<file path="src/rtl/pixel_layer_arbiter_pkg.sv">
// rtl/pixel_layer_arbiter_pkg.sv - shared constants and FSM encoding for the pixel layer arbiter
// Contents: game_state codes, layer indices, default layer masks, transition FSM states.
package pixel_layer_arbiter_pkg;

    localparam logic [3:0] GS_LOGO     = 4'b0000;
    localparam logic [3:0] GS_PLAY     = 4'b0001;
    localparam logic [3:0] GS_PAUSE    = 4'b0010;
    localparam logic [3:0] GS_GAMEOVER = 4'b0011;

    localparam int LAYER_FRAME = 0;
    localparam int LAYER_FIELD = 1;
    localparam int LAYER_TEXT  = 2;
    localparam int LAYER_LOGO  = 3;

    localparam logic [3:0] DEF_LOGO_MASK = 4'b1001;
    localparam logic [3:0] DEF_PLAY_MASK = 4'b0111;

    typedef enum logic [1:0] {
        S_RUN   = 2'd0,
        S_BLANK = 2'd1,
        S_FLASH = 2'd2
    } arb_state_t;

endpackage

</file>
<file path="src/rtl/pixel_layer_arbiter_if.sv">
// rtl/pixel_layer_arbiter_if.sv - layer colour bus from the draw_* generators to the arbiter
// Signals: lay_r/lay_g/lay_b (2 bits per layer, layer i at [2i+1:2i]), lay_dav (1 bit per layer).
// master = layer generators, slave = arbiter.
interface pixel_layer_arbiter_if #(
    parameter int NUM_LAYERS = 4
);
    logic [2*NUM_LAYERS-1:0] lay_r;
    logic [2*NUM_LAYERS-1:0] lay_g;
    logic [2*NUM_LAYERS-1:0] lay_b;
    logic [NUM_LAYERS-1:0]   lay_dav;

    modport master (output lay_r, lay_g, lay_b, lay_dav);
    modport slave  (input  lay_r, lay_g, lay_b, lay_dav);
endinterface

</file>
<file path="src/rtl/pixel_layer_arbiter_sync_delay_line.sv">
// rtl/pixel_layer_arbiter_sync_delay_line.sv - fixed-depth shift register with a reset fill value
// Ports: clk, rst (sync, active-high), din[WIDTH], dout[WIDTH] = din delayed by DEPTH cycles.
module pixel_layer_arbiter_sync_delay_line #(
    parameter int               DEPTH     = 2,
    parameter int               WIDTH     = 1,
    parameter logic [WIDTH-1:0] RESET_VAL = '0
) (
    input  logic             clk,
    input  logic             rst,
    input  logic [WIDTH-1:0] din,
    output logic [WIDTH-1:0] dout
);
    logic [WIDTH-1:0] pipe [DEPTH];

    always_ff @(posedge clk) begin
        if (rst) begin
            for (int i = 0; i < DEPTH; i++) pipe[i] <= RESET_VAL;
        end else begin
            pipe[0] <= din;
            for (int i = 1; i < DEPTH; i++) pipe[i] <= pipe[i-1];
        end
    end

    assign dout = pipe[DEPTH-1];
endmodule

</file>
<file path="src/rtl/pixel_layer_arbiter.sv">
// rtl/pixel_layer_arbiter.sv - fixed-priority VGA layer mux with screen-transition sequencing
// Ports: vga_clk, rst (sync, active-high); x/y, hsync_in/vsync_in/blank_in from the timing
// generator; game_state; lay (layer bus, valid one cycle after x/y); r/g/b, win_layer, hsync/vsync
// aligned two cycles after x/y; trans_busy while a black-out is pending or running.
module pixel_layer_arbiter
    import pixel_layer_arbiter_pkg::*;
#(
    parameter int                    NUM_LAYERS     = 4,
    parameter int                    BLANK_FRAMES   = 3,
    parameter int                    FLASH_HALF     = 16,
    parameter logic [3:0]            STATE_LOGO     = GS_LOGO,
    parameter logic [3:0]            STATE_GAMEOVER = GS_GAMEOVER,
    parameter logic [NUM_LAYERS-1:0] LOGO_MASK      = DEF_LOGO_MASK,
    parameter logic [NUM_LAYERS-1:0] PLAY_MASK      = DEF_PLAY_MASK
) (
    input  logic                        vga_clk,
    input  logic                        rst,
    input  logic [10:0]                 x,
    input  logic [9:0]                  y,
    input  logic                        hsync_in,
    input  logic                        vsync_in,
    input  logic                        blank_in,
    input  logic [3:0]                  game_state,
    pixel_layer_arbiter_if.slave        lay,
    output logic [1:0]                  r,
    output logic [1:0]                  g,
    output logic [1:0]                  b,
    output logic                        hsync,
    output logic                        vsync,
    output logic [1:0]                  win_layer,
    output logic                        trans_busy
);
    logic [1:0] sync_d2;
    logic       blank_d1;

    // Syncs need the full two cycles; blank only needs to meet the layer data, the
    // output register supplies its second stage.
    pixel_layer_arbiter_sync_delay_line #(.DEPTH(2), .WIDTH(2), .RESET_VAL(2'b11)) u_sync_dly (
        .clk(vga_clk), .rst(rst), .din({hsync_in, vsync_in}), .dout(sync_d2)
    );
    pixel_layer_arbiter_sync_delay_line #(.DEPTH(1), .WIDTH(1), .RESET_VAL(1'b1)) u_blank_dly (
        .clk(vga_clk), .rst(rst), .din(blank_in), .dout(blank_d1)
    );

    assign hsync = sync_d2[1];
    assign vsync = sync_d2[0];

    logic       frame_start;
    logic       change;
    logic       consume;
    arb_state_t state_q, state_n;
    logic       pending_q, pending_n;
    logic [3:0] stored_q;
    logic [3:0] blank_cnt_q, blank_cnt_n;
    logic [5:0] flash_cnt_q, flash_cnt_n;
    logic       phase_q, phase_n;

    assign frame_start = (x == 11'd0) && (y == 10'd0);
    assign change      = (game_state != stored_q);

    always_ff @(posedge vga_clk) begin
        if (rst) begin
            state_q     <= S_RUN;
            pending_q   <= 1'b0;
            stored_q    <= game_state;
            blank_cnt_q <= '0;
            flash_cnt_q <= '0;
            phase_q     <= 1'b1;
        end else begin
            state_q     <= state_n;
            pending_q   <= pending_n;
            stored_q    <= game_state;
            blank_cnt_q <= blank_cnt_n;
            flash_cnt_q <= flash_cnt_n;
            phase_q     <= phase_n;
        end
    end

    always_comb begin
        state_n     = state_q;
        blank_cnt_n = blank_cnt_q;
        flash_cnt_n = flash_cnt_q;
        phase_n     = phase_q;
        consume     = 1'b0;
        case (state_q)
            S_RUN, S_FLASH: begin
                if (frame_start) begin
                    if (pending_q) begin
                        state_n     = S_BLANK;
                        blank_cnt_n = '0;
                        consume     = 1'b1;
                    end else if (state_q == S_FLASH) begin
                        if (flash_cnt_q == 6'(FLASH_HALF - 1)) begin
                            flash_cnt_n = '0;
                            phase_n     = ~phase_q;
                        end else begin
                            flash_cnt_n = flash_cnt_q + 6'd1;
                        end
                    end
                end
            end
            S_BLANK: begin
                if (frame_start) begin
                    if (pending_q) begin
                        blank_cnt_n = '0;
                        consume     = 1'b1;
                    end else if (blank_cnt_q == 4'(BLANK_FRAMES - 1)) begin
                        state_n     = (stored_q == STATE_GAMEOVER) ? S_FLASH : S_RUN;
                        flash_cnt_n = '0;
                        phase_n     = 1'b1;
                    end else begin
                        blank_cnt_n = blank_cnt_q + 4'd1;
                    end
                end
            end
            default: state_n = S_RUN;
        endcase
        // A change in the same cycle as a consuming frame_start re-arms rather than being lost.
        pending_n = change ? 1'b1 : (consume ? 1'b0 : pending_q);
    end

    // state_q during the layer-data cycle already reflects the frame_start of the pixel being
    // arbitrated, so the output register lands state effects on the matching pixel.
    logic [NUM_LAYERS-1:0] mask;
    logic [1:0]            r_n, g_n, b_n, win_n;

    always_comb begin
        mask = (game_state == STATE_LOGO) ? LOGO_MASK : PLAY_MASK;
        if (state_q == S_FLASH && !phase_q) mask[0] = 1'b0;
        r_n   = '0;
        g_n   = '0;
        b_n   = '0;
        win_n = '0;
        // Descending scan: the last hit written is the lowest index, i.e. highest priority.
        for (int i = NUM_LAYERS - 1; i >= 0; i--) begin
            if (lay.lay_dav[i] && mask[i]) begin
                r_n   = lay.lay_r[2*i +: 2];
                g_n   = lay.lay_g[2*i +: 2];
                b_n   = lay.lay_b[2*i +: 2];
                win_n = 2'(i);
            end
        end
        if (blank_d1 || state_q == S_BLANK) begin
            r_n   = '0;
            g_n   = '0;
            b_n   = '0;
            win_n = '0;
        end
    end

    always_ff @(posedge vga_clk) begin
        if (rst) begin
            r          <= '0;
            g          <= '0;
            b          <= '0;
            win_layer  <= '0;
            trans_busy <= 1'b0;
        end else begin
            r          <= r_n;
            g          <= g_n;
            b          <= b_n;
            win_layer  <= win_n;
            trans_busy <= pending_n || (state_n == S_BLANK);
        end
    end
endmodule

</file>
<file path="src/flat_wrapper.sv">
// flat-port wrapper written by rule: the top's interface ports become plain ports
module pixel_layer_arbiter_flat import pixel_layer_arbiter_pkg::*;
#(
    parameter int                    NUM_LAYERS     = 4,
    parameter int                    BLANK_FRAMES   = 3,
    parameter int                    FLASH_HALF     = 16,
    parameter logic [3:0]            STATE_LOGO     = GS_LOGO,
    parameter logic [3:0]            STATE_GAMEOVER = GS_GAMEOVER,
    parameter logic [NUM_LAYERS-1:0] LOGO_MASK      = DEF_LOGO_MASK,
    parameter logic [NUM_LAYERS-1:0] PLAY_MASK      = DEF_PLAY_MASK
)
  (vga_clk, rst, x, y, hsync_in, vsync_in, blank_in, game_state, r, g, b, hsync, vsync, win_layer, trans_busy, lay_lay_r, lay_lay_g, lay_lay_b, lay_lay_dav);
  pixel_layer_arbiter_if #(.NUM_LAYERS(NUM_LAYERS)) lay_i ();
  input  logic vga_clk;
  input  logic rst;
  input  logic [10:0] x;
  input  logic [9:0] y;
  input  logic hsync_in;
  input  logic vsync_in;
  input  logic blank_in;
  input  logic [3:0] game_state;
  output logic [1:0] r;
  output logic [1:0] g;
  output logic [1:0] b;
  output logic hsync;
  output logic vsync;
  output logic [1:0] win_layer;
  output logic trans_busy;
  input wire logic [$bits(lay_i.lay_r)-1:0] lay_lay_r;
  input wire logic [$bits(lay_i.lay_g)-1:0] lay_lay_g;
  input wire logic [$bits(lay_i.lay_b)-1:0] lay_lay_b;
  input wire logic [$bits(lay_i.lay_dav)-1:0] lay_lay_dav;
  assign lay_i.lay_r = lay_lay_r;
  assign lay_i.lay_g = lay_lay_g;
  assign lay_i.lay_b = lay_lay_b;
  assign lay_i.lay_dav = lay_lay_dav;
  pixel_layer_arbiter #(.NUM_LAYERS(NUM_LAYERS), .BLANK_FRAMES(BLANK_FRAMES), .FLASH_HALF(FLASH_HALF), .STATE_LOGO(STATE_LOGO), .STATE_GAMEOVER(STATE_GAMEOVER), .LOGO_MASK(LOGO_MASK), .PLAY_MASK(PLAY_MASK)) u_core (.vga_clk(vga_clk), .rst(rst), .x(x), .y(y), .hsync_in(hsync_in), .vsync_in(vsync_in), .blank_in(blank_in), .game_state(game_state), .lay(lay_i), .r(r), .g(g), .b(b), .hsync(hsync), .vsync(vsync), .win_layer(win_layer), .trans_busy(trans_busy));
endmodule
</file>
<file path="config.mk">
export PLATFORM = sky130hd
export DESIGN_NAME = pixel_layer_arbiter_flat
export DESIGN_NICKNAME = d
export VERILOG_FILES = /design/src/rtl/pixel_layer_arbiter_pkg.sv /design/src/rtl/pixel_layer_arbiter_if.sv /design/src/rtl/pixel_layer_arbiter_sync_delay_line.sv /design/src/rtl/pixel_layer_arbiter.sv /design/src/flat_wrapper.sv
export SDC_FILE = /design/constraint.sdc
export NUM_CORES = 1
export LEC_CHECK = 0
export CAP_MARGIN = 30
export CELL_PAD_IN_SITES_DETAIL_PLACEMENT = 0
export CELL_PAD_IN_SITES_GLOBAL_PLACEMENT = 1
export CORE_MARGIN = 4
export CORE_UTILIZATION = 33
export DETAILED_ROUTE_END_ITERATION = 8
export PLACE_DENSITY_LB_ADDON = 0.1
export SYNTH_ARGS = -nofsm -noshare
export SYNTH_HDL_FRONTEND = slang
export SYNTH_SLANG_ARGS = --single-unit
</file>
<file path="constraint.sdc">
create_clock -name vga_clk -period 3.9 [get_ports vga_clk]
set_input_delay 0.39 -clock vga_clk [delete_from_list [all_inputs] [get_ports vga_clk]]
set_output_delay 0.39 -clock vga_clk [all_outputs]
set_load 0.05 [all_outputs]
</file>
; ---- Word-level counts from Yosys, hierarchy flattened
; Memories as Yosys holds them, arrays and structs flattened.
; Index checks and enable logic that the tools add are counted.
[totals]
register_bits = 27
ram_bits = 5
inputBits = 58
out_inout_bits = 11
mem_count = 2
[mem_list]
columns = name, words, width, rd, rd_ports_with_merged_regs, write_ports, line
row1 = u_core.u_sync_dly.pipe, 2, 2, 2, 0, 2, pixel_layer_arbiter_sync_delay_line.sv:13  ; logic [WIDTH-1:0] pipe [DEPTH];
row2 = u_core.u_blank_dly.pipe, 1, 1, 1, 0, 1, pixel_layer_arbiter_sync_delay_line.sv:13
[classes]
addsub = 2
eq_ne = 16
muxes = 58
bitwise_logic = 3
n_reduce_logical = 23
[ops]
columns = cell, count
row1 = two-way mux 2 bit, 22
row2 = two-way mux 6 bit, 7
row3 = two-way mux 4 bit, 6
row4 = two-way mux 1 bit, 19
row5 = != test 2 x 1 -> 1 bit (second input constant), 6
row6 = case mux 6 bit (2 select lines), 1
row7 = logical NOT 11 bit, 1
row8 = logical NOT 10 bit, 1
row9 = == test 4 x 2 -> 1 bit (second input constant), 2
row10 = case mux 4 bit (2 select lines), 1
row11 = AND reduction 8 bit, 1
row12 = AND reduction 7 bit, 1
row13 = adder 6 x 1 -> 6 bit (second input constant), 1
row14 = == test 6 x 4 -> 1 bit (second input constant), 1
row15 = logical AND 1 bit, 6
row16 = OR reduction 3 bit, 2
row17 = AND reduction 5 bit, 1
row18 = adder 4 x 1 -> 4 bit (second input constant), 1
row19 = == test 2 x 1 -> 1 bit (second input constant), 2
row20 = logical NOT 4 bit, 1
row21 = != test 2 bit (second input constant), 2
row22 = != test 4 bit, 1
row23 = case mux 2 bit (2 select lines), 1
row24 = OR reduction 2 bit, 2
row25 = other kinds (11), 13

; ---- Logic depth before layout (Yosys ltp)
; Gate-level depths: netlist of the first run.
[logic_depth]
ltp_word = 8
ltp_mapped = 7
mapped_depth_nobuf = 7

; ---- Hierarchy
; From an unflattened synthesis of the first run, not the netlist that was laid out.
[hier_totals]
cells_unflattened = 170
hier_area_um2 = 1501.4
[modules_own_cells]
columns = module, instances, cells_each, area_each_um2, seq_area_each_um2
row1 = pixel_layer_arbiter, 1, 158, 1355.0, 540.5
row2 = pixel_layer_arbiter_sync_delay_line at u_core.u_sync_dly, 1, 10, 120.1, 80.1
row3 = pixel_layer_arbiter_sync_delay_line at u_core.u_blank_dly, 1, 2, 26.3, 20.0

; ---- Least setup slack after synthesis of the first run
; No wires, ideal clock.
[synth_timing]
path_kind = input-to-reg
from = input y[2]
to = register u_core.blank_cnt_q[1]
setup_time_ns = 0.103
arrival_ns = 1.691
t_required_ns = 3.797
setup_slack_ns = 2.106
stages = 5
path_cell_list = nor4_4 > nand4_2 > nor4_4 > nor2_1 > a2111oi_2
[synth_between]
elab_chain_len = 4
elab_cells_between_ends = 5
classes_between = eq/ne: 2 / reduce/logical: 3
[synth_rtl]
columns = element, line
row1 = start: declaration, flat_wrapper.sv:17  ; input logic [9:0] y;
row2 = logical NOT 10 bit *, pixel_layer_arbiter.sv:58  ; assign frame_start = (x == 11'd0) && (y == 10'd0);
row3 = logical AND 1 bit *, pixel_layer_arbiter.sv:58
row4 = != test 2 x 1 -> 1 bit (no source line), -
row5 = AND reduction 5 bit (no source line) *, -
row6 = end signal: assignment, pixel_layer_arbiter.sv:73  ; blank_cnt_q <= blank_cnt_n;
row7 = end: declaration, pixel_layer_arbiter.sv:54  ; logic [3:0] blank_cnt_q, blank_cnt_n;
; Mark *: on every way between the ends. The rest lies on a longest branch, timed or not.
; A chain may end at the register's enable or synchronous reset.

; ---- Worst setup path after layout of the first run
[layout_timing]
from = input rst
to = register u_core.win_layer[1]
[layout_between]
elab_chain_len = 1
[layout_rtl]
columns = element, line
row1 = start: declaration, flat_wrapper.sv:15  ; input logic rst;
row2 = OR reduction 4 bit (no source line), -
row3 = end signal: assignment, pixel_layer_arbiter.sv:162  ; win_layer <= win_n;
row4 = end: declaration, pixel_layer_arbiter.sv:30  ; output logic [1:0] win_layer,
; No other way between the ends.

==> results.md, run 1 <==
- Number of global-route vias before repair: approximately 1,500
- Largest family of logic cells by synthesized area: simple AND/OR/NAND/NOR gates
- Share of cells above drive strength 1: between 10% and 20%
- DRT Pass-1 Iters: 4
- Simple-Gate Fraction of Synth Area: around 32%
- CTS buffer count: 5
- Placed Instances: 280
- Die X: roughly 77 um
- Placed inst area: roughly 0.0023 mm^2
- Clk_lat worst skew: approximately 280 ps
- DRC: 0
- PwrDens: ~290 mW/mm^2
- Crit-path cells: clkdlybuf4s50_1 > nor3_1 > nor3b_1
- CP arrival: about 2300 ps
- EDFF count, synth: 0
- DRT Wirelength: around 4.0 mm
- Endpoint class of the critical path: flip-flop
- Finished Core Util: a little over half
- First-pass GRT wire length: 6.48 mm
- Placed wire-length estimate: 3.35 mm
- Fin nets: 296
- Routed len/inst: approximately 14 um
- Num ports: 69
- Worst rel slew slack: 43.4%
- Clock network fraction of total power: a little over a third
- Final hold violations: 0
- Total track usage: between 10% and 20%
- Synthesized area: 0.00158 mm^2
- Syn. warnings: 0
- Largest net degree at the start of global routing: 23
- Setup Skew: around 3.6 ps
- Adder-cell share of the synthesized area: between 2 and 2.5%
- Non-filler cells, final: ~290
- Combinational power share: between 15 and 20%
- DRT iter0 DRCs: 73
- Sequential power share: between 40% and 50%
- Clock Sinks: 32
- Chip height: 77.3 um
- Initial Utilization: between 30% and 40%
- Vias/cell: 5.25
- Crit-path slowest cell: nor3_1
- Avg Inst Size Synth: roughly 9.5 um^2
- Synth-to-layout area growth: 51.1%
- Initial antenna violation count: 0
- Slowest stage delay, CP: approximately 880 ps
- Synth Area in XOR/XNOR: under 10%
- Seq/Total Area, Yosys: between 40% and 50%
- Cells after Synth: about 170
- Commonest cells after routing, fill and taps aside: clkdlybuf4s50_1 (68), dfxtp_1 (32), nand2_1 (13), o21ai_0 (10), nor2_1 (10)
- Synth async-reset ratio: 0%
- Psw: 0.000173 W
- Net Sw Frac: 24.6%
- Core box area: around 0.0045 mm^2
- Worst-path fanout max: 22
- Worst EP required: 4100 ps
- Ant diodes: 0
- Flop and latch count out of synthesis: 32
- Unrepaired setup endpoints after global routing: no
- Part of the cycle the worst path needs: 54.6%
- Die ar.: about 0.0060 mm^2
- Final Max Tran Viols: 0
- Mux contribution to synthesized area: under 10%
- Syn Nets: approximately 230
- Endpoints failing setup: 0
- Max H-tree Level: 2
- Most common cell after layout, fill and taps aside: clkdlybuf4s50_1
- Yosys cell types: 44
- TNS Setup: 0 ps
- Final ANT Viol Nets: 0
- P_leak: between 0.8 and 0.9 nW
- Final min period: approximately 2100 ps
- Final worst slack: around 1800 ps
- Main synth FF type: dfxtp_1
- F_max: ~470 MHz
- Max-cap violation count: 0
- Hold Crit Class: flip-flop to flip-flop
- CTS resizes: 0
- Worst slew pin tran: between 800 and 900 ps
- Root Buffer: clkbuf_8
- GP Congestion: 0.764
- Outcome: finished clean
- Max Buffers Root-to-Sink: 2
- Design area: between 0.002 and 0.0025 mm^2
- TritonCTS clock tree: yes
- Crit Path Class: input pin to flip-flop
- Cts hold-fix bufs: 0
- Worst vdd ir: around 150 uV
- Total gr overflow: 0
- Setup WS pre-CTS: approximately 1500 ps
- Cell-internal power: ~0.00053 W
- Port buffer count: 68
- # rows: 24
- Complex-gate fraction of the synthesized area: between 10% and 20%
- Worst-path clk slew: 70 ps
- Via count: 1,512
- Startpoint Class: input pin
- Post-CTS Repair Setup Buffers: 0
==> logic make-up after synthesis <==
| kind of cell | count (synthesis) |
|---|---|
| adder cells (fa/ha/maj) | 3 |
| AND/OR/NAND/NOR | 73 |
| multiplexers | 2 |
| XOR/XNOR | 7 |
| flip-flops | 32 |
| AO/OA/AOI/OAI | 40 |
| buffers and inverters | 9 |
==> cells in the mapped netlist, drive strengths merged (6+ instances only) <==
library cell	count	share of area [%]
nor3	7	2.2
dfxtp	32	40
a21oi	7	2.2
o21ai	10	3.2
nand2	13	3.1
nor4	9	8.5
or2	6	2.4
xor2	6	3.3
a22o	6	3.3
nand4	6	2.8
nor2	10	2.4
a22oi	6	2.8
==> state kept, by name, summed over array words and instances (netlist names) <==
signal	count
u_core.b	2
u_core.blank_cnt_q	4
u_core.flash_cnt_q	6
u_core.g	2
u_core.pending_q	1
u_core.phase_q	1
u_core.r	2
u_core.state_q	2
u_core.stored_q	4
u_core.trans_busy	1
u_core.u_blank_dly.pipe	1
u_core.u_sync_dly.pipe	4
u_core.win_layer	2
==> critical path, delay by kind of cell <==
kind,cells,cell delay (ps)
buffers and inverters,1,820
and+or+nand+nor,2,1130
==> per-layer routing <==
metal	share of wire, %	track usage, %	vias to the layer above	routed length [um]
li1	-	-	751	-
met1	42	15.0	698	1690
met2	50	23.1	57	2030
met3	6.9	5.50	6	280
met4	0.92	4.45	0	37
met5	0	0	-	0
==> worst paths after layout <==
kind                                           start                                      end  slack (ps)  depth (start not counted)
max                                              rst           u_core.win_layer[1]$_SDFF_PP0_        1770                          3
max reg2reg       u_core.blank_cnt_q[1]$_SDFFE_PP0P_       u_core.flash_cnt_q[3]$_SDFFE_PP0P_        1920                          6
min reg2reg  u_core.u_sync_dly.pipe[0][1]$_SDFF_PP1_  u_core.u_sync_dly.pipe[0][3]$_SDFF_PP1_         410                          1
min          u_core.u_sync_dly.pipe[0][1]$_SDFF_PP1_  u_core.u_sync_dly.pipe[0][3]$_SDFF_PP1_         410                          1
==> through the flow <==
step | total power [W] | hold WS [ps]
finish | 0.000701 | 411
CTS | 0.000712 | 413
global placement | 0.000461 | 400
detailed placement | 0.000462 | 397
global route | 0.000732 | 428
floorplan | 0.000386 | 389
==> power by group through the flow <==
stage | combinational (W) | clock [W] | sequential [W]
floorplan | 0.0000271 | 0 | 0.000359
global placement | 0.000114 | 0 | 0.000347
detailed placement | 0.000115 | 0 | 0.000347
CTS | 0.000116 | 0.000256 | 0.000340
global route | 0.000123 | 0.000269 | 0.000340
finish | 0.000114 | 0.000247 | 0.000340
==> layout make-up <==
| cell class | instances | area [um^2] |
|---|---|---|
| sequential | 32 | 641 |
| tap | 52 | 65.1 |
| clock inverter | 3 | 18.8 |
| fill | 411 | 2110 |
| clock buffer | 5 | 68.8 |
| timing repair buffer | 68 | 681 |
| multi-input combinational | 125 | 908 |
| inverter | 3 | 11.3 |
Note: power is estimated with default switching activity, not from simulation.
==> run 2, diff against run 1 <==
--- a/config.mk
+++ b/config.mk
@@ -9,7 +9,7 @@
 export CELL_PAD_IN_SITES_DETAIL_PLACEMENT = 0
 export CELL_PAD_IN_SITES_GLOBAL_PLACEMENT = 1
 export CORE_MARGIN = 4
-export CORE_UTILIZATION = 33
+export CORE_UTILIZATION = 27
 export DETAILED_ROUTE_END_ITERATION = 8
 export PLACE_DENSITY_LB_ADDON = 0.1
 export SYNTH_ARGS = -nofsm -noshare
==> constraint.sdc (replaced) <==
create_clock -name vga_clk -period 1.82 [get_ports vga_clk]
set_input_delay 0.182 -clock vga_clk [delete_from_list [all_inputs] [get_ports vga_clk]]
set_output_delay 0.182 -clock vga_clk [all_outputs]
set_load 0.05 [all_outputs]
==> run 2 against run 1 <==
Effect of this change:
- critical path type unchanged
- largest cell class unchanged
- sequential share of layout area shrank 2.5 points
- clock-buffer cell count stayed put
- die area rose by 20%
- clock skew increased by 4.9 ps
- critical endpoint is now u_core.trans_busy$_SDFF_PP0_
- core utilization decreased by 6.1 points
- cell count rose by 14%
- register-to-register slack got worse by 1800 ps
- global-route usage fell by 1.1 points
- total power grew 140%
==> results.md, run 2 (synthesized netlist as in run 1, its figures left out) <==
- Met3 WL: 209 um (was 280 um)
- Number of global-route vias before repair: 1,601 (was 1,529)
- Startpoint Class: input pin (unchanged)
- Via count: 1,534 (was 1,512)
- Worst-path clk slew: 70 ps (about the same)
- Largest net degree at the start of global routing: 15 (was 23)
- Worst EP required: 1980 ps (was 4100 ps)
- Core box area: 0.00561 mm^2 (was 0.00450 mm^2)
- Placed inst area: 0.00247 mm^2 (was 0.00231 mm^2)
- Max H-tree Level: 2 (unchanged)
- Clk_lat worst skew: 280 ps (about the same)
- Die ar.: 0.00716 mm^2 (was 0.00597 mm^2)
- Max Buffers Root-to-Sink: 2 (unchanged)
- Cts hold-fix bufs: 0 (unchanged)
- Initial Utilization: 28.2% (was 35.2%)
- Total track usage: 12.4% (was 13.5%)
- Fin nets: 316 (was 296)
- Met2 WL: 2.22 mm (was 2.03 mm)
- Ant diodes: 0 (unchanged)
- Final Max Tran Viols: 0 (unchanged)
- Finished Core Util: 47.1% (was 53.1%)
- CP arrival: 1920 ps (was 2330 ps)
- Placed wire-length estimate: 3.53 mm (was 3.35 mm)
- Endpoints failing setup: 0 (unchanged)
- Routed len/inst: 13.2 um (was 14.0 um)
- Initial antenna violation count: 0 (unchanged)
- Worst rel slew slack: 65.0% (was 43.4%)
- Synth-to-layout area growth: 66.7% (was 51.1%)
- Crit Path Class: input pin to flip-flop (unchanged)
- DRT Pass-1 Iters: 4 (unchanged)
- Total gr overflow: 0 (unchanged)
- Port buffer count: 68 (unchanged)
- PwrDens: 631 mW/mm^2 (was 293 mW/mm^2)
- Outcome: finished clean (unchanged)
- GP Congestion: 0.719 (was 0.764)
- Final ANT Viol Nets: 0 (unchanged)
- Highest metal used: met4 (unchanged)
- Worst-path fanout max: 3 (was 22)
- Final min period: ~1800 ps
- Max-cap violation count: 0 (unchanged)
- Worst slew pin tran: 523 ps (was 842 ps)
- Clock Sinks: 32 (unchanged)
- Setup Skew: 8.57 ps (was 3.63 ps)
- Unrepaired setup endpoints after global routing: yes (was no)
- Die X: 84.6 um (was 77.3 um)
- First-pass GRT wire length: 7.29 mm (was 6.48 mm)
- Most flops, register: u_core.flash_cnt_q (unchanged)
- Met1 WL: 1.84 mm (was 1.69 mm)
- Vias/cell: 4.68 (was 5.25)
- TritonCTS clock tree: yes (unchanged)
- DRT iter0 DRCs: 20 (was 73)
- Final hold violations: 0 (unchanged)
- Worst vdd ir: 309 uV (was 146 uV)
- P_leak: 0.948 nW (was 0.831 nW)
- DRC: 0 (unchanged)
- Hold Crit Class: flip-flop to flip-flop (unchanged)
- F_max: 568 MHz
- Chip height: 84.6 um (was 77.3 um)
- CTS buffer count: 5 (unchanged)
- Endpoint class of the critical path: flip-flop (unchanged)
- Max reg flops: 6 (unchanged)
- Part of the cycle the worst path needs: 96.7%
- Share of cells above drive strength 1: 21.5% (was 11.9%)
- Root Buffer: clkbuf_8 (unchanged)
- Most common cell after layout, fill and taps aside: clkdlybuf4s50_1 (unchanged)
- Num ports: 69 (unchanged)
- DRT Wirelength: 4.32 mm (was 4.04 mm)
- Commonest cells after routing, fill and taps aside: clkdlybuf4s50_1 (68), dfxtp_1 (31), buf_4 (20), nand2_1 (13) (was clkdlybuf4s50_1 (68), dfxtp_1 (32), nand2_1 (13), o21ai_0 (10), nor2_1 (10))
- # rows: 27 (was 24)
- Design area: 0.00264 mm^2 (was 0.00239 mm^2)
[run 2: per-layer routing]
metal	global-route usage, %	vias up
met5	0	-
met2	21.6	31
met1	14.4	702
met4	3.45	0
met3	4.02	7
li1	-	794
[run 2: metrics by stage]
step	power [W]	std cells	setup slack [ps]	hold slack (ps)	setup TNS, ps
finish	0.00167	328	60.8	411	0
global route	0.00175	328	-31.0	425	-56.4
CTS	0.00169	328	47.5	414	0
detailed placement	0.00100	319	-309	396	-3250
global placement	0.000999	319	-223	393	-2340
floorplan	0.000828	166	36.6	210	0
[run 2: cell type report]
class                      instances  area, um^2
multi-input combinational        125         955
inverter                           3        11.3
tap                               72        90.1
fill                             560        2970
sequential                        32         642
clock buffer                       5        68.8
clock inverter                     3        42.5
timing repair buffer              88         831
[run 2: what timing repair did]
| item | 4_1_cts | 5_1_grt |
|---|---|---|
| buffers inserted | 1 | 0 |
| endpoints found under the setup margin | 1 | 11 |
| resized for setup | 0 | 9 |
| pin swaps | 1 | 3 |
[run 2: where the power goes]
part | internal [W] | total, W | switching (W)
Sequential | 0.000718 | 0.000727 | 0.00000952
Combinational | 0.000160 | 0.000261 | 0.000102
Clock | 0.000405 | 0.000677 | 0.000272
Total | 0.00128 | 0.00167 | 0.000384
[run 2: path summary, 6_finish.rpt]
kind | from | cells after the start | to | slack, ps
setup / recovery | y[7] | 7 | u_core.trans_busy$_SDFF_PP0_ | 60
hold / removal | u_core.u_sync_dly.pipe[0][1]$_SDFF_PP1_ | 1 | u_core.u_sync_dly.pipe[0][3]$_SDFF_PP1_ | 410
setup reg to reg | u_core.blank_cnt_q[1]$_SDFFE_PP0P_ | 6 | u_core.flash_cnt_q[3]$_SDFFE_PP0P_ | 130
hold reg to reg | u_core.u_sync_dly.pipe[0][1]$_SDFF_PP1_ | 1 | u_core.u_sync_dly.pipe[0][3]$_SDFF_PP1_ | 410
[run 2: critical path, cell delays in order]
cell and delay, ps:
clkdlybuf4s50_1 450, nor4_4 320, nand4_2 170, buf_4 180, o21ai_0 190, a21oi_1 110, or2_2 310
==> run 3, diff against run 2 <==
--- a/config.mk
+++ b/config.mk
@@ -11,6 +11,7 @@
 export CORE_MARGIN = 4
 export CORE_UTILIZATION = 27
 export DETAILED_ROUTE_END_ITERATION = 8
+export MAX_ROUTING_LAYER = met4
 export PLACE_DENSITY_LB_ADDON = 0.1
 export SYNTH_ARGS = -nofsm -noshare
 export SYNTH_HDL_FRONTEND = slang
==> run 3 against run 2 <==
Effect of this change:
- critical endpoint is now u_core.blank_cnt_q[3]$_SDFFE_PP0P_
- setup slack worse by 20 ps
- design area is 1.8% higher
- clock-buffer cell count is 2 higher
- clock power is 8.7% higher
- die area stayed put
- core utilization is 0.85 points higher
- cell count is 0.61% higher
- register-to-register slack worse by 90 ps
==> results.md, run 3 (synthesized netlist as in run 1, its figures left out) <==
- # rows: 27 (unchanged)
- Final hold violations: 0 (unchanged)
- Core box area: 0.00561 mm^2 (unchanged)
- Placed wire-length estimate: 3.61 mm (was 3.53 mm)
- Worst setup endpoint: u_core.blank_cnt_q[3]$_SDFFE_PP0P_ (was u_core.trans_busy$_SDFF_PP0_)
- Footprint of the multi-input gates: 953 um^2 (was 955 um^2)
- Endpoints failing setup: 0 (unchanged)
- Fin nets: 318 (was 316)
- Fillers: 577 (was 560)
- Hold_ws: 418 ps (was 411 ps)
- Num ports: 69 (unchanged)
- CP Launch Point: u_core.blank_cnt_q[0]$_SDFFE_PP0P_ (was y[7])
- Worst r2r path cells: 8 (was 6)
- DRT Pass-1 Iters: 4 (unchanged)
- Most flops, register: u_core.flash_cnt_q (unchanged)
- Most common cell after layout, fill and taps aside: clkdlybuf4s50_1 (unchanged)
- Reg area: 643 um^2 (was 642 um^2)
- TritonCTS clock tree: yes (unchanged)
- Finished Core Util: 47.9% (was 47.1%)
- CTS buffer count: 5 (unchanged)
- Ant diodes: 0 (unchanged)
- Endpoint class of the critical path: flip-flop (unchanged)
- Max-cap violation count: 0 (unchanged)
- R2r startpoint: u_core.blank_cnt_q[0]$_SDFFE_PP0P_ (was u_core.blank_cnt_q[1]$_SDFFE_PP0P_)
- Routed len/inst: 13.8 um (was 13.2 um)
- Flop-to-flop setup slack: 40 ps (was 130 ps)
- Startpoint Class: flip-flop (was input pin)
- Worst-path fanout max: 4 (was 3)
- Largest net degree at the start of global routing: 15 (unchanged)
- Commonest cells after routing, fill and taps aside: clkdlybuf4s50_1 (61), dfxtp_1 (30), buf_4 (22), nand2_1 (13) (was clkdlybuf4s50_1 (68), dfxtp_1 (31), buf_4 (20), nand2_1 (13))
- Setup Skew: 5.46 ps (was 8.57 ps)
- CP arrival: 1970 ps (was 1920 ps)
- Synth-to-layout area growth: 69.7% (was 66.7%)
- DRT iter0 DRCs: 45 (was 20)
- Max Buffers Root-to-Sink: 2 (unchanged)
- Via count: 1,570 (was 1,534)
- Final ANT Viol Nets: 0 (unchanged)
- Final min period: 1780 ps (was 1760 ps)
- Worst rel slew slack: 64.5% (was 65.0%)
- Initial Utilization: 28.2% (unchanged)
- Die X: 84.6 um (unchanged)
- DRC: 0 (unchanged)
- First-pass GRT wire length: 7.25 mm (was 7.29 mm)
- Worst slew pin tran: 531 ps (was 523 ps)
- Number of global-route vias before repair: 1,642 (was 1,601)
- Vias/cell: 4.76 (was 4.68)
- Clk_lat worst skew: 280 ps (about the same)
- Chip height: 84.6 um (unchanged)
- Non-filler cells, final: 330 (was 328)
- Worst EP required: 2010 ps (was 1980 ps)
- F_max: 562 MHz (was 568 MHz)
- Total track usage: 12.7% (was 12.4%)
- Share of cells above drive strength 1: 22.9% (was 21.5%)
- Hold Path Cell Cnt: 1 (unchanged)
- PwrDens: 642 mW/mm^2 (was 631 mW/mm^2)
- Worst vdd ir: 326 uV (was 309 uV)
- Max reg flops: 6 (unchanged)
- Final Max Tran Viols: 0 (unchanged)
- P_leak: 1.04 nW (was 0.948 nW)
- Crit Path Class: flip-flop to flip-flop (was input pin to flip-flop)
- Hold Crit Class: flip-flop to flip-flop (unchanged)
- Outcome: finished clean (unchanged)
- Max H-tree Level: 2 (unchanged)
- Worst-path clk slew: 60 ps (was 70 ps)
- Root Buffer: clkbuf_8 (unchanged)
- Clock Sinks: 32 (unchanged)
- RR Endpoint: u_core.blank_cnt_q[3]$_SDFFE_PP0P_ (was u_core.flash_cnt_q[3]$_SDFFE_PP0P_)
- Total gr overflow: 0 (unchanged)
- Placed Instances: 319 (unchanged)
- Part of the cycle the worst path needs: 97.8% (was 96.7%)
- DRT Wirelength: 4.56 mm (was 4.32 mm)
- Port buffer count: 68 (unchanged)
- Die ar.: 0.00716 mm^2 (unchanged)
- GP Congestion: 0.724 (was 0.719)
- Initial antenna violation count: 0 (unchanged)
run 3: cell types whose count changed in the layout (fill, tap and decap cells not counted), sizes merged:
cell	previous run	this run
clkdlybuf4s50	68	61
dlymetal6s2s	0	7
buf	20	22
clkbuf	5	7
clkinv	1	0
clkinvlp	1	0
run 3: timing repair:
| action | CTS | global route |
|---|---|---|
| gates resized for setup | 0 | 18 |
| hold buffers | 0 | 0 |
| hold endpoints to repair | 0 | 0 |
| setup endpoints to repair | 0 | 8 |
| buffers inserted | 0 | 3 |
run 3: area by class of cell:
class                   count  area share (%)
clock buffers               7            3.58
clock inverters             1            1.12
repair buffers             90            32.1
well taps                  72            3.35
multi-input cells         125            35.5
flip-flops and latches     32            23.9
inverters                   3           0.419
run 3: through the flow:
| step | setup TNS (ps) | setup WS (ps) | cell area, um^2 | total power (W) |
|---|---|---|---|---|
| global placement | -2290 | -225 | 2470 | 0.000999 |
| finish | 0 | 40.6 | 2690 | 0.00173 |
| global route | -52.9 | -45.5 | 2690 | 0.00179 |
| floorplan | 0 | 36.6 | 1580 | 0.000828 |
| CTS | 0 | 15.5 | 2600 | 0.00175 |
| detailed placement | -2960 | -278 | 2470 | 0.00100 |
run 3: where the power goes:
group | internal (W) | total (W) | switching (W)
clock network | 0.000483 | 0.000736 | 0.000253
logic | 0.000157 | 0.000262 | 0.000104
registers | 0.000718 | 0.000728 | 0.00000972
total | 0.00136 | 0.00173 | 0.000367
run 3: metal layers:
layer | vias to the layer above | wire, um | GRT usage (%)
li1 | 796 | - | -
met1 | 730 | 1940 | 14.5
met2 | 39 | 2380 | 22.2
met3 | 5 | 185 | 2.94
met4 | 0 | 50 | 3.45
met5 | - | 0 | -
run 3: worst max-delay path, stage by stage, from the launching register on:
cell and delay [ps]:
dfxtp_2 330, inv_2 40, ha_4 140, nor4b_4 120, buf_4 160, nor4_4 360, buf_4 180, mux2i_2 70
nor4_2 280
run 3: how the worst min path moves through the flow:
stage,startpoint,end,slack [ps]
after floorplan,game_state[0],u_core.stored_q[0]$_DFF_P_,210
after global placement,u_core.u_sync_dly.pipe[0][1]$_SDFF_PP1_,u_core.u_sync_dly.pipe[0][3]$_SDFF_PP1_,390
after detailed placement,u_core.u_sync_dly.pipe[0][0]$_SDFF_PP1_,u_core.u_sync_dly.pipe[0][2]$_SDFF_PP1_,400
after CTS,u_core.u_sync_dly.pipe[0][0]$_SDFF_PP1_,u_core.u_sync_dly.pipe[0][2]$_SDFF_PP1_,430
after global routing,u_core.u_sync_dly.pipe[0][1]$_SDFF_PP1_,u_core.u_sync_dly.pipe[0][3]$_SDFF_PP1_,430
final,u_core.u_sync_dly.pipe[0][0]$_SDFF_PP1_,u_core.u_sync_dly.pipe[0][2]$_SDFF_PP1_,420
